File: config.mk
export PLATFORM = sky130hd
export DESIGN_NAME = controlador_memoria_principal_flat
export DESIGN_NICKNAME = d
export VERILOG_FILES = /design/src/rtl/controlador_memoria_principal_if.sv /design/src/rtl/controlador_memoria_principal.sv /design/src/flat_wrapper.sv
export SDC_FILE = /design/constraint.sdc
export NUM_CORES = 1
export LEC_CHECK = 0
export ABC_AREA = 1
export CAP_MARGIN = 40
export CORE_UTILIZATION = 49
export DETAILED_ROUTE_END_ITERATION = 8
export GPL_ROUTABILITY_DRIVEN = 0
export PLACE_DENSITY = 0.68
export SETUP_SLACK_MARGIN = 0.2
export SLEW_MARGIN = 40
export SYNTH_ARGS = -nofsm -noshare
export SYNTH_HDL_FRONTEND = slang
export SYNTH_SLANG_ARGS = --single-unit
File: constraint.sdc
create_clock -name clock -period 5.44 [get_ports clock]
set_clock_uncertainty 0.1 [all_clocks]
set_input_delay 1.088 -clock clock [delete_from_list [all_inputs] [get_ports clock]]
set_output_delay 1.088 -clock clock [all_outputs]
set_load 0.03 [all_outputs]
File: src/rtl/controlador_memoria_principal_if.sv
// Cache <-> main-memory request/completion bus.
// The cache drives the master side and the memory controller drives the slave side.
interface controlador_memoria_principal_if #(
    parameter int ADDR_W = 4,
    parameter int DATA_W = 3
);
    logic              req_valid;
    logic              req_ready;
    logic              req_wren;
    logic [ADDR_W-1:0] req_addr;
    logic [DATA_W-1:0] req_data;
    logic              ack;
    logic              ack_wr;
    logic [DATA_W-1:0] rd_data;

    modport master (
        output req_valid, req_wren, req_addr, req_data,
        input  req_ready, ack, ack_wr, rd_data
    );

    modport slave (
        input  req_valid, req_wren, req_addr, req_data,
        output req_ready, ack, ack_wr, rd_data
    );
endinterface

File: src/rtl/controlador_memoria_principal.sv
// Main-memory responder: queues cache write-back/refill requests in a 2-entry FIFO,
// serves them in order after a fixed latency, and acks each completion for one cycle.
module controlador_memoria_principal #(
    parameter int ADDR_W  = 4,
    parameter int DATA_W  = 3,
    parameter int LATENCY = 2
) (
    input  logic                            clock,
    input  logic                            reset,
    controlador_memoria_principal_if.slave  bus,
    output logic [7:0]                      rd_count,
    output logic [7:0]                      wr_count
);
    localparam int         DEPTH     = 2 ** ADDR_W;
    localparam logic [3:0] WAIT_INIT = 4'(LATENCY - 1);

    typedef enum logic [1:0] {IDLE, WAIT, DONE} state_t;

    typedef struct packed {
        logic              wren;
        logic [ADDR_W-1:0] addr;
        logic [DATA_W-1:0] data;
    } req_t;

    req_t              fifo_mem [2];
    logic              wr_ptr, rd_ptr;
    logic [1:0]        count;
    logic              push, pop, commit;

    state_t            state_q, state_d;
    logic [3:0]        cnt_q;
    req_t              cur_q;

    logic [DATA_W-1:0] mem [DEPTH];
    logic [DATA_W-1:0] rd_data_q;

    assign bus.req_ready = (count != 2'd2);
    assign push          = bus.req_valid && bus.req_ready;
    assign pop           = (state_q == IDLE) && (count != 2'd0);
    assign commit        = (state_q == WAIT) && (cnt_q == 4'd0);

    // FIFO storage needs no reset: an entry is only read after it was written.
    always_ff @(posedge clock) begin
        if (push) begin
            fifo_mem[wr_ptr] <= '{wren: bus.req_wren, addr: bus.req_addr, data: bus.req_data};
        end
    end

    // NOTE: state registers use non-blocking assignments so every flop samples the
    // pre-edge values, independent of the order the always_ff blocks are evaluated in.
    always_ff @(posedge clock or posedge reset) begin
        if (reset) begin
            wr_ptr <= 1'b0;
            rd_ptr <= 1'b0;
            count  <= 2'd0;
        end else begin
            if (push) wr_ptr <= ~wr_ptr;
            if (pop)  rd_ptr <= ~rd_ptr;
            case ({push, pop})
                2'b10:   count <= count + 2'd1;
                2'b01:   count <= count - 2'd1;
                default: count <= count;
            endcase
        end
    end

    // NOTE: next-state is assigned a default before the case so no path leaves it
    // unassigned, which would otherwise infer a latch.
    always_comb begin
        state_d = state_q;
        case (state_q)
            IDLE:    if (count != 2'd0) state_d = WAIT;
            WAIT:    if (cnt_q == 4'd0) state_d = DONE;
            DONE:    state_d = IDLE;
            default: state_d = IDLE;
        endcase
    end

    always_ff @(posedge clock or posedge reset) begin
        if (reset) begin
            state_q <= IDLE;
            cnt_q   <= 4'd0;
            cur_q   <= '0;
        end else begin
            state_q <= state_d;
            if (pop) begin
                cur_q <= fifo_mem[rd_ptr];
                cnt_q <= WAIT_INIT;
            end else if (state_q == WAIT && cnt_q != 4'd0) begin
                cnt_q <= cnt_q - 4'd1;
            end
        end
    end

    // NOTE: the backing store is built from resettable flops because reset must
    // restore the mem[i] = i pattern; a RAM macro could not be used here.
    always_ff @(posedge clock or posedge reset) begin
        if (reset) begin
            for (int i = 0; i < DEPTH; i++) begin
                mem[i] <= DATA_W'(i);
            end
            rd_data_q <= '0;
            rd_count  <= 8'd0;
            wr_count  <= 8'd0;
        end else if (commit) begin
            if (cur_q.wren) begin
                mem[cur_q.addr] <= cur_q.data;
                if (wr_count != 8'hFF) wr_count <= wr_count + 8'd1;
            end else begin
                rd_data_q <= mem[cur_q.addr];
                if (rd_count != 8'hFF) rd_count <= rd_count + 8'd1;
            end
        end
    end

    assign bus.ack     = (state_q == DONE);
    assign bus.ack_wr  = (state_q == DONE) && cur_q.wren;
    assign bus.rd_data = rd_data_q;
endmodule

File: src/flat_wrapper.sv
// flat-port wrapper written by rule: the top's interface ports become plain ports
module controlador_memoria_principal_flat 
#(
    parameter int ADDR_W  = 4,
    parameter int DATA_W  = 3,
    parameter int LATENCY = 2
)
  (clock, reset, rd_count, wr_count, bus_req_valid, bus_req_wren, bus_req_addr, bus_req_data, bus_req_ready, bus_ack, bus_ack_wr, bus_rd_data);
  controlador_memoria_principal_if #(.ADDR_W(ADDR_W), .DATA_W(DATA_W)) bus_i ();
  input  logic clock;
  input  logic reset;
  output logic [7:0] rd_count;
  output logic [7:0] wr_count;
  input wire logic [$bits(bus_i.req_valid)-1:0] bus_req_valid;
  input wire logic [$bits(bus_i.req_wren)-1:0] bus_req_wren;
  input wire logic [$bits(bus_i.req_addr)-1:0] bus_req_addr;
  input wire logic [$bits(bus_i.req_data)-1:0] bus_req_data;
  output wire logic [$bits(bus_i.req_ready)-1:0] bus_req_ready;
  output wire logic [$bits(bus_i.ack)-1:0] bus_ack;
  output wire logic [$bits(bus_i.ack_wr)-1:0] bus_ack_wr;
  output wire logic [$bits(bus_i.rd_data)-1:0] bus_rd_data;
  assign bus_i.req_valid = bus_req_valid;
  assign bus_i.req_wren = bus_req_wren;
  assign bus_i.req_addr = bus_req_addr;
  assign bus_i.req_data = bus_req_data;
  assign bus_req_ready = bus_i.req_ready;
  assign bus_ack = bus_i.ack;
  assign bus_ack_wr = bus_i.ack_wr;
  assign bus_rd_data = bus_i.rd_data;
  controlador_memoria_principal #(.ADDR_W(ADDR_W), .DATA_W(DATA_W), .LATENCY(LATENCY)) u_core (.clock(clock), .reset(reset), .bus(bus_i), .rd_count(rd_count), .wr_count(wr_count));
endmodule
==> results.yml, run 1 <==
synth:
  synthTopCellsByArea: "dfrtp_1, nand2_1, dfstp_2, edfxtp_1, inv_1"
  syn-cell-area_mm2: 0.00492
  seq_area_frac_synth_pct: 53.6
  synth_cell_types: 29
  synthFlopType: "dfrtp_1"
  syn_inst: 616
  synth-seq-cells: 101
  synth_top_area_share_pct: 31.0
  async_flop_share_pct: 84.2
  yosysWarnings: 0
  synth_fp_nets: 632
  synth-edff-count: 16
  synth_top_area_cell: "dfrtp_1"
  syn_avg_cell_area_um2: 7.98
clocking:
  clk_pin_slew_ps: 120
  cts_tree: "done"
  post-cts-setup-buffers: 0
  cts-root-buf: "clkbuf_8"
  numCtsBuffers: 9
  cts_hold_buf: 0
  cts_buffer_depth: 2
  clock_latency_ps: 370
  ctsHtreeMaxLevel: 3
  cts.repair.resized: 0
  cts_sinks: 101
hold_path:
  hold_start: "u_core.mem[30]$_DFFE_PP1P_"
  min_to: "u_core.mem[30]$_DFFE_PP1P_"
  hold_depth: 2
  hold_class: "flip-flop to flip-flop"
pwr:
  clkPwrFrac_pct: 16.9
  p_sw_mw: 1.21
  seqPwrFrac_pct: 45.8
  comb_power_share_pct: 37.3
  leakagePower_nw: 2.74
  power_density_mw_per_mm2: 500
  p_int_mw: 1.57
  p_total_mw: 2.78
  ir_drop_v: 0.000277
  switching_share_pct: 43.5
final_layout:
  area_growth_pct: 13.0
  n_antenna_cell: 0
  fin_nets: 661
  drive_above_1_share_pct: 12.6
  fillCellCount: 917
floorplanning:
  initial_utilization_pct: 50.5
  die_h_um: 102
  design.die.area_mm2: 0.0104
  placementRows: 36
  core_area_mm2: 0.00973
  fp.dieW_um: 102
  io_pins: 33
sta:
  finalCritPeriodShare_pct: 54.6
  tns_ps: 0
  slew_headroom_pct: 51.1
  drv_slew: 0
  max_freq_mhz: 337
  hold_ws_ps: 369
  finalCriticalPeriod_ps: 2970
  rsz0062_at_grt: "false"
  setup_viol: 0
  worstMarginPinSlew_ps: 732
  finalHoldViolCount: 0
drt:
  drt_first_pass_iters: 5
  vias: 3812
  routed_via_density: 4.87
  routed_wl_mm: 9.84
  drt_iter0_markers: 201
  drc: 0
  antenna_left: 0
  wl_per_cell_um: 12.6
worst_setup_path:
  reg2reg_from: "u_core.count[0]$_DFFE_PP0P_"
  crit_type: "flip-flop to primary output"
  crit_fanout: 3
  reg2reg_to: "u_core.count[1]$_DFFE_PP0P_"
  reg2regPathDepth: 6
  cpPeakStageDelay_ps: 690
  critPathSlowestCell: "clkdlybuf4s50_1"
  end_kind: "primary output"
  worst-endpoint-required_ps: 4250
  cp_cell_sequence: "inv_1 > nor3_1 > clkdlybuf4s50_1"
  critPathLaunchType: "flip-flop"
  reg2reg_slack_ps: 3170
  arrival_ps: 1780
placed_design:
  dpl.hpwl_mm: 6.98
  port_buffers: 32
grt:
  grt_pass1_vias: 3637
  grt_usage_pct: 21.3
  antenna_found_initial: 0
  grt_pass1_wl_mm: 17.2
  grt_overflow: 0
  grt_start_max_net_pins: 48
job:
  maxCapViolCount: 0
status:
  status: "finished, final reports clean"
## placed cells by master, fill, tap and decap left out, types with 9 or more instances in the layout
cell             count
dfrtp_1             61
clkbuf_8             9
dfstp_2             24
nand2_1            339
clkdlybuf4s50_1     32
edfxtp_1            16
inv_1               31
nand3_1             13
nor2_2              16
nor2_1              28
## layout make-up
cell class | count | area [um2] | share of cell area [%]
sequential | 101 | 2640 | 47.5
multi-input combinational | 459 | 2060 | 37.0
timing repair buffer | 34 | 335 | 6.04
tap | 133 | 166 | 3.00
inverter | 40 | 158 | 2.84
clock buffer | 9 | 124 | 2.23
clock inverter | 7 | 76.3 | 1.37
## state kept, by name, summed over array words and instances (netlist names)
name,flops
u_core.bus.rd_data,3
u_core.cnt_q,4
u_core.count,2
u_core.cur_q,8
u_core.fifo_mem,16
u_core.mem,48
u_core.rd_count,8
u_core.rd_ptr,1
u_core.state_q,2
u_core.wr_count,8
u_core.wr_ptr,1
## how the worst max path moves through the flow
stage                           startpoint                           endpoint  slack (ps)  depth (start not counted)
2_1_floorplan                        reset  u_core.bus.rd_data[0]$_DFFE_PP0P_        2100                          1
3_3_place_gp                         reset     u_core.rd_count[6]$_DFFE_PP0P_        2730                          3
3_5_place_dp                         reset     u_core.rd_count[7]$_DFFE_PP0P_        2700                          3
4_1_cts        u_core.cur_q[7]$_DFFE_PP0N_                         bus_ack_wr        2450                          3
5_1_grt        u_core.cur_q[7]$_DFFE_PP0N_                         bus_ack_wr        2370                          3
6_report       u_core.cur_q[7]$_DFFE_PP0N_                         bus_ack_wr        2470                          3
## power by group through the flow
stage	sequential, mW	clock [mW]	combinational [mW]
3_5_place_dp	1.28	0	1.04
3_3_place_gp	1.28	0	1.02
5_1_grt	1.31	0.518	1.18
2_1_floorplan	1.24	0	0.778
6_report	1.27	0.470	1.03
4_1_cts	1.27	0.484	1.05
## cell families (layout without fill, tap and decap cells)
group,Yosys count,after routing,synth area share [%]
DFF,101,101,53.6
and+or+nand+nor,415,415,35.0
xor gates and xnor gates,13,13,2.32
AOI/OAI and AO/OA,26,26,3.26
buffers and inverters,56,90,4.53
adders and majority gates,5,5,1.27
## critical path, delay by kind of cell, from the launching register on
family / cells / cell delay [ps]
flops: 1 / 430
simple gates: 1 / 160
buf+inv: 2 / 820
## per-stage QoR
| stage | area (um2) | worst slack, ps | util [%] | cells |
|---|---|---|---|---|
| 2_1_floorplan | 4920 | 2100 | - | 616 |
| 3_3_place_gp | 5350 | 2730 | 55.0 | 767 |
| 3_5_place_dp | 5350 | 2700 | 55.0 | 767 |
| 4_1_cts | 5550 | 2450 | 57.1 | 783 |
| 5_1_grt | 5550 | 2370 | 57.1 | 783 |
| 6_report | 5550 | 2470 | 57.1 | 783 |
## cell usage after synthesis, types with 2 or more instances
library cell / instances
nand2_4: 5
nand4_1: 3
nor2_1: 28
clkinv_1: 2
nand2_1: 339
clkbuf_1: 10
xor2_1: 6
ha_1: 5
buf_2: 5
edfxtp_1: 16
dfstp_2: 24
o21ai_0: 8
a21oi_1: 4
inv_1: 32
nand3_1: 13
nor3_1: 4
clkinv_2: 5
nor2_4: 2
a31oi_1: 8
dfrtp_1: 61
nor2_2: 16
or2_2: 3
xnor2_1: 7
o21ai_2: 5
## routing by layer
metal | wire (um) | vias up | GRT usage (%) | part of all wire [%]
li1 | - | 1953 | - | -
met1 | 4880 | 1764 | 29.9 | 50
met2 | 4400 | 77 | 33.2 | 45
met3 | 338 | 18 | 3.15 | 3.4
met4 | 227 | 0 | 8.90 | 2.3
met5 | 0 | - | 0 | 0
Note: power is estimated with default switching activity, not from simulation.
==> run 2: changes to the inputs <==
Settings changed: PLACE_DENSITY 0.68 to 0.71.
Clock period 5.44 ns to 2.7 ns, I/O delays scaled along.
==> run 2 against run 1 <==
Net effect: core utilization up 0.78 points; die area stayed put; highest routed layer unchanged; combinational power rose by 110%; largest power group unchanged; non-clock buffer count up 4; via count fell by 1.2%; worst setup slack got worse by 2100 ps; power up 110%.
==> results.yml, run 2 (synthesis results as in run 1) <==
status:
  status: "finished, final reports clean"
worst_setup_path:
  cp_cell_sequence: "inv_1 > nand2_1 > clkdlybuf4s50_1"
  crit_type: "flip-flop to primary output"
  arrival_ps: 1650
  crit_fanout: 5
  end_kind: "primary output"
  critPathLaunchType: "flip-flop"
  critPathSlowestCell: "clkdlybuf4s50_1"
  cpPeakStageDelay_ps: 670
  worst-endpoint-required_ps: 2060
clocking:
  clock_latency_ps: 380
  cts_hold_buf: 0
  cts_tree: "done"
  cts-root-buf: "clkbuf_8"
  numCtsBuffers: 9
  cts_sinks: 101
  cts_buffer_depth: 2
  clk_pin_slew_ps: 120
  ctsHtreeMaxLevel: 3
grt:
  grt_usage_pct: 20.7
  grt_overflow: 0
  grt_start_max_net_pins: 74
  antenna_found_initial: 0
  grt_pass1_vias: 3469
  grt_pass1_wl_mm: 16.5
final_layout:
  largest_register: "u_core.mem"
  n_antenna_cell: 0
  fillCellCount: 914
  largest_reg_flops: 48
  largestRegisters: "u_core.mem (48), u_core.fifo_mem (16)"
  final_common_cell: "nand2_1"
  fin_nets: 665
  final_cell_mix: "nand2_1, dfrtp_1, inv_1, clkdlybuf4s50_1, nor2_1"
  area_growth_pct: 14.5
  drive_above_1_share_pct: 13.1
floorplanning:
  design.die.area_mm2: 0.0104
  initial_utilization_pct: 50.5
  io_pins: 33
  fp.dieW_um: 102
  core_area_mm2: 0.00973
  die_h_um: 102
  placementRows: 36
sta:
  max_freq_mhz: 436
  finalCriticalPeriod_ps: 2290
  hold_ws_ps: 362
  finalHoldViolCount: 0
  tns_ps: 0
  worstMarginPinSlew_ps: 701
  slew_headroom_pct: 53.3
  setup_viol: 0
  finalCritPeriodShare_pct: 84.9
  rsz0062_at_grt: "false"
  drv_slew: 0
placed_design:
  dpl.hpwl_mm: 6.96
  port_buffers: 32
job:
  maxCapViolCount: 0
drt:
  routed_wl_mm: 9.78
  antenna_left: 0
  routed_via_density: 4.79
  drt_first_pass_iters: 4
  drt_iter0_markers: 142
  drc: 0
  vias: 3766
  wl_per_cell_um: 12.4
hold_path:
  hold_class: "primary input to async pin"
pwr:
  power_density_mw_per_mm2: 1020
  leakagePower_nw: 2.80
  ir_drop_v: 0.000668
run 2: path summary, 6_finish.rpt:
kind	to	from	cells after the start	slack (ps)
setup / recovery	bus_req_ready	u_core.count[0]$_DFFE_PP0P_	3	410
hold / removal	u_core.wr_count[5]$_DFFE_PP0P_	reset	2	360
setup reg to reg	u_core.rd_count[7]$_DFFE_PP0P_	u_core.rd_count[1]$_DFFE_PP0P_	6	820
hold reg to reg	u_core.mem[6]$_DFFE_PP1P_	u_core.mem[6]$_DFFE_PP1P_	2	370
max in group asynchronous	u_core.mem[8]$_DFFE_PP1P_	reset	3	1420
min in group clock	u_core.mem[6]$_DFFE_PP1P_	u_core.mem[6]$_DFFE_PP1P_	2	370
run 2: layout make-up:
cell class	instances	area [um2]	share of cell area, %
repair buffers	38	380	6.76
clock inverters	7	105	1.87
flip-flops and latches	101	2640	46.8
multi-input cells	459	2060	36.5
well taps	133	166	2.96
inverters	40	160	2.84
clock buffers	9	124	2.20
run 2: repair_timing:
action / 4_1_cts / 5_1_grt
endpoints found under the setup margin: 0 / 1
endpoints found under the hold margin: 0 / 0
buffers inserted: 0 / 0
gates resized for setup: 0 / 1
run 2: report_power, final:
part / total, mW / internal [mW] / leakage (nW) / switching, mW
Combinational: 2.13 / 0.747 / 1.49 / 1.38
Sequential: 2.56 / 2.09 / 1.19 / 0.466
Clock: 1.05 / 0.465 / 0.115 / 0.588
run 2: per-stage QoR:
step / area, um2 / power (mW) / std cells / util, % / setup slack, ps
after detailed placement: 5400 / 4.73 / 771 / 55.5 / 542
final: 5630 / 5.73 / 787 / 57.9 / 406
after global placement: 5400 / 4.65 / 771 / 55.5 / 613
after floorplan: 4920 / 4.06 / 616 / - / 815
after global routing: 5630 / 6.17 / 787 / 57.9 / 316
after CTS: 5630 / 5.79 / 787 / 57.8 / 262
run 2: worst max-delay path: cells and delay by family, from the launching register on:
kind / cells / cell delay (ps)
buf+inv: 2 / 740
flops: 1 / 450
simple gates: 1 / 90
run 2: metal layers:
metal  GRT usage, %  wire [um]  vias to the layer above
li1               -          -                     1952
met1           28.4       4600                     1747
met2           33.5       4710                       62
met3           4.51        379                        5
met4           5.27         84                        0
met5              0          0                        -
==> run 3: changes to the inputs <==
Settings changed: PLACE_DENSITY 0.71 to 0.68.
Clock period 2.7 ns to 2.3 ns, I/O delays scaled along.
==> run 3 against run 2 <==
Net effect: final area is 0.40% higher; combinational power increased by 20%; die area did not move; wire length up 3.0%.
==> results.yml, run 3 (synthesis results as in run 1) <==
status:
  status: "finished, final reports clean"
worst_setup_path:
  critPathLaunchType: "flip-flop"
  cp_num_buf_inv: 1
  cpPeakStageDelay_ps: 690
  crit_type: "flip-flop to primary output"
  path_delay_family: "buffers and inverters"
  cp_cell_sequence: "clkdlybuf4s50_1"
  reg2reg_from: "u_core.rd_count[1]$_DFFE_PP0P_"
  worst-endpoint-required_ps: 1740
  reg2reg_to: "u_core.rd_count[1]$_DFFE_PP0P_"
  reg2reg_slack_ps: 440
  reg2regPathDepth: 6
  arrival_ps: 1490
  critPathSlowestCell: "clkdlybuf4s50_1"
  crit_fanout: 5
  end_kind: "primary output"
floorplanning:
  die_h_um: 102
  placementRows: 36
  core_area_mm2: 0.00973
  io_pins: 33
  fp.dieW_um: 102
  initial_utilization_pct: 50.5
  design.die.area_mm2: 0.0104
clocking:
  ctsHtreeMaxLevel: 3
  cts-root-buf: "clkbuf_8"
  numCtsBuffers: 9
  cts_sinks: 101
  cts_buffer_depth: 2
  clk_pin_slew_ps: 90
  post-cts-setup-buffers: 0
  clock_latency_ps: 380
  cts_tree: "done"
job:
  maxCapViolCount: 0
drt:
  drc: 0
  routed_wl_mm: 10.1
  drt_first_pass_iters: 4
  routed_via_density: 4.78
  wl_per_cell_um: 12.7
  drt_iter0_markers: 165
  vias: 3789
  antenna_left: 0
grt:
  grt_usage_pct: 21.6
  grt_pass1_wl_mm: 17.2
  grt_overflow: 0
  antenna_found_initial: 0
  grt_start_max_net_pins: 55
  grt_pass1_vias: 3613
pwr:
  power_density_mw_per_mm2: 1180
  p_sw_mw: 2.81
  switching_share_pct: 41.9
  p_int_mw: 3.89
  seqPwrFrac_pct: 44.6
  leakagePower_nw: 2.93
  clkPwrFrac_pct: 17.3
  p_total_mw: 6.69
  comb_power_share_pct: 38.1
  ir_drop_v: 0.000713
sta:
  tns_ps: 0
  max_freq_mhz: 488
  slew_headroom_pct: 50.9
  rsz0062_at_grt: "true"
  hold_ws_ps: 264
  drv_slew: 0
  finalCriticalPeriod_ps: 2050
  finalHoldViolCount: 0
  finalCritPeriodShare_pct: 89.2
  setup_viol: 0
  setup_ws_ps: 249
  worstMarginPinSlew_ps: 736
final_layout:
  final_cell_mix: "nand2_1, dfrtp_1, inv_1"
  largest_register: "u_core.mem"
  n_antenna_cell: 0
  fillCellCount: 920
  area_growth_pct: 15.0
  final_common_cell: "nand2_1"
  largestRegisters: "u_core.mem (48), u_core.fifo_mem (16)"
  final_cell_area_mm2: 0.00565
  drive_above_1_share_pct: 13.5
  fin_nets: 670
  largest_reg_flops: 48
placed_design:
  dpl_worst_slack_ps: 365
  dpl.hpwl_mm: 7.04
  place_area_mm2: 0.00544
  port_buffers: 32
hold_path:
  hold_class: "primary input to async pin"
==> run 3: worst max-delay path by stage <==
stage,startpoint,endpoint,cells after the start
final,u_core.wr_count[1]$_DFFE_PP0P_,wr_count[1],1
after global routing,u_core.cur_q[7]$_DFFE_PP0N_,bus_ack_wr,3
after CTS,u_core.wr_count[0]$_DFFE_PP0P_,wr_count[0],1
after detailed placement,bus_req_valid,u_core.count[1]$_DFFE_PP0P_,6
after global placement,u_core.cur_q[7]$_DFFE_PP0N_,bus_ack_wr,3
after floorplan,u_core.count[0]$_DFFE_PP0P_,u_core.count[1]$_DFFE_PP0P_,7
==> run 3: power by group through the flow <==
stage	registers (mW)	clock network [mW]	logic, mW
after floorplan	2.92	0	1.84
after global placement	3.00	0	2.54
after detailed placement	3.01	0	2.59
after CTS	2.99	1.19	2.58
after global routing	3.07	1.25	2.90
final	2.98	1.16	2.55
==> run 3: area by class of cell <==
cell class / instances / area [um2] / share of cell area, %
clock buffers: 12 / 145 / 2.57
clock inverters: 4 / 56.3 / 0.996
inverters: 40 / 160 / 2.83
multi-input cells: 459 / 2060 / 36.4
flip-flops and latches: 101 / 2640 / 46.7
well taps: 133 / 166 / 2.94
repair buffers: 43 / 430 / 7.61
==> run 3: layer usage <==
layer | GRT usage (%) | part of all wire [%] | up-vias
li1 | - | - | 1965
met1 | 28.0 | 45 | 1734
met2 | 36.9 | 49 | 84
met3 | 4.51 | 4.7 | 6
met4 | 5.93 | 1.1 | 0
met5 | 0 | 0 | -
==> run 3: per-stage QoR <==
step	std cells	utilization [%]
after floorplan	616	-
after global placement	776	55.9
after detailed placement	776	55.9
after CTS	792	57.9
after global routing	792	58.1
final	792	58.1
==> run 3: timing repair <==
item / CTS / global route
resized for setup: 5 / 9
hold buffers: 0 / 0
setup endpoints to repair: 5 / 9
gates cloned: 0 / 0
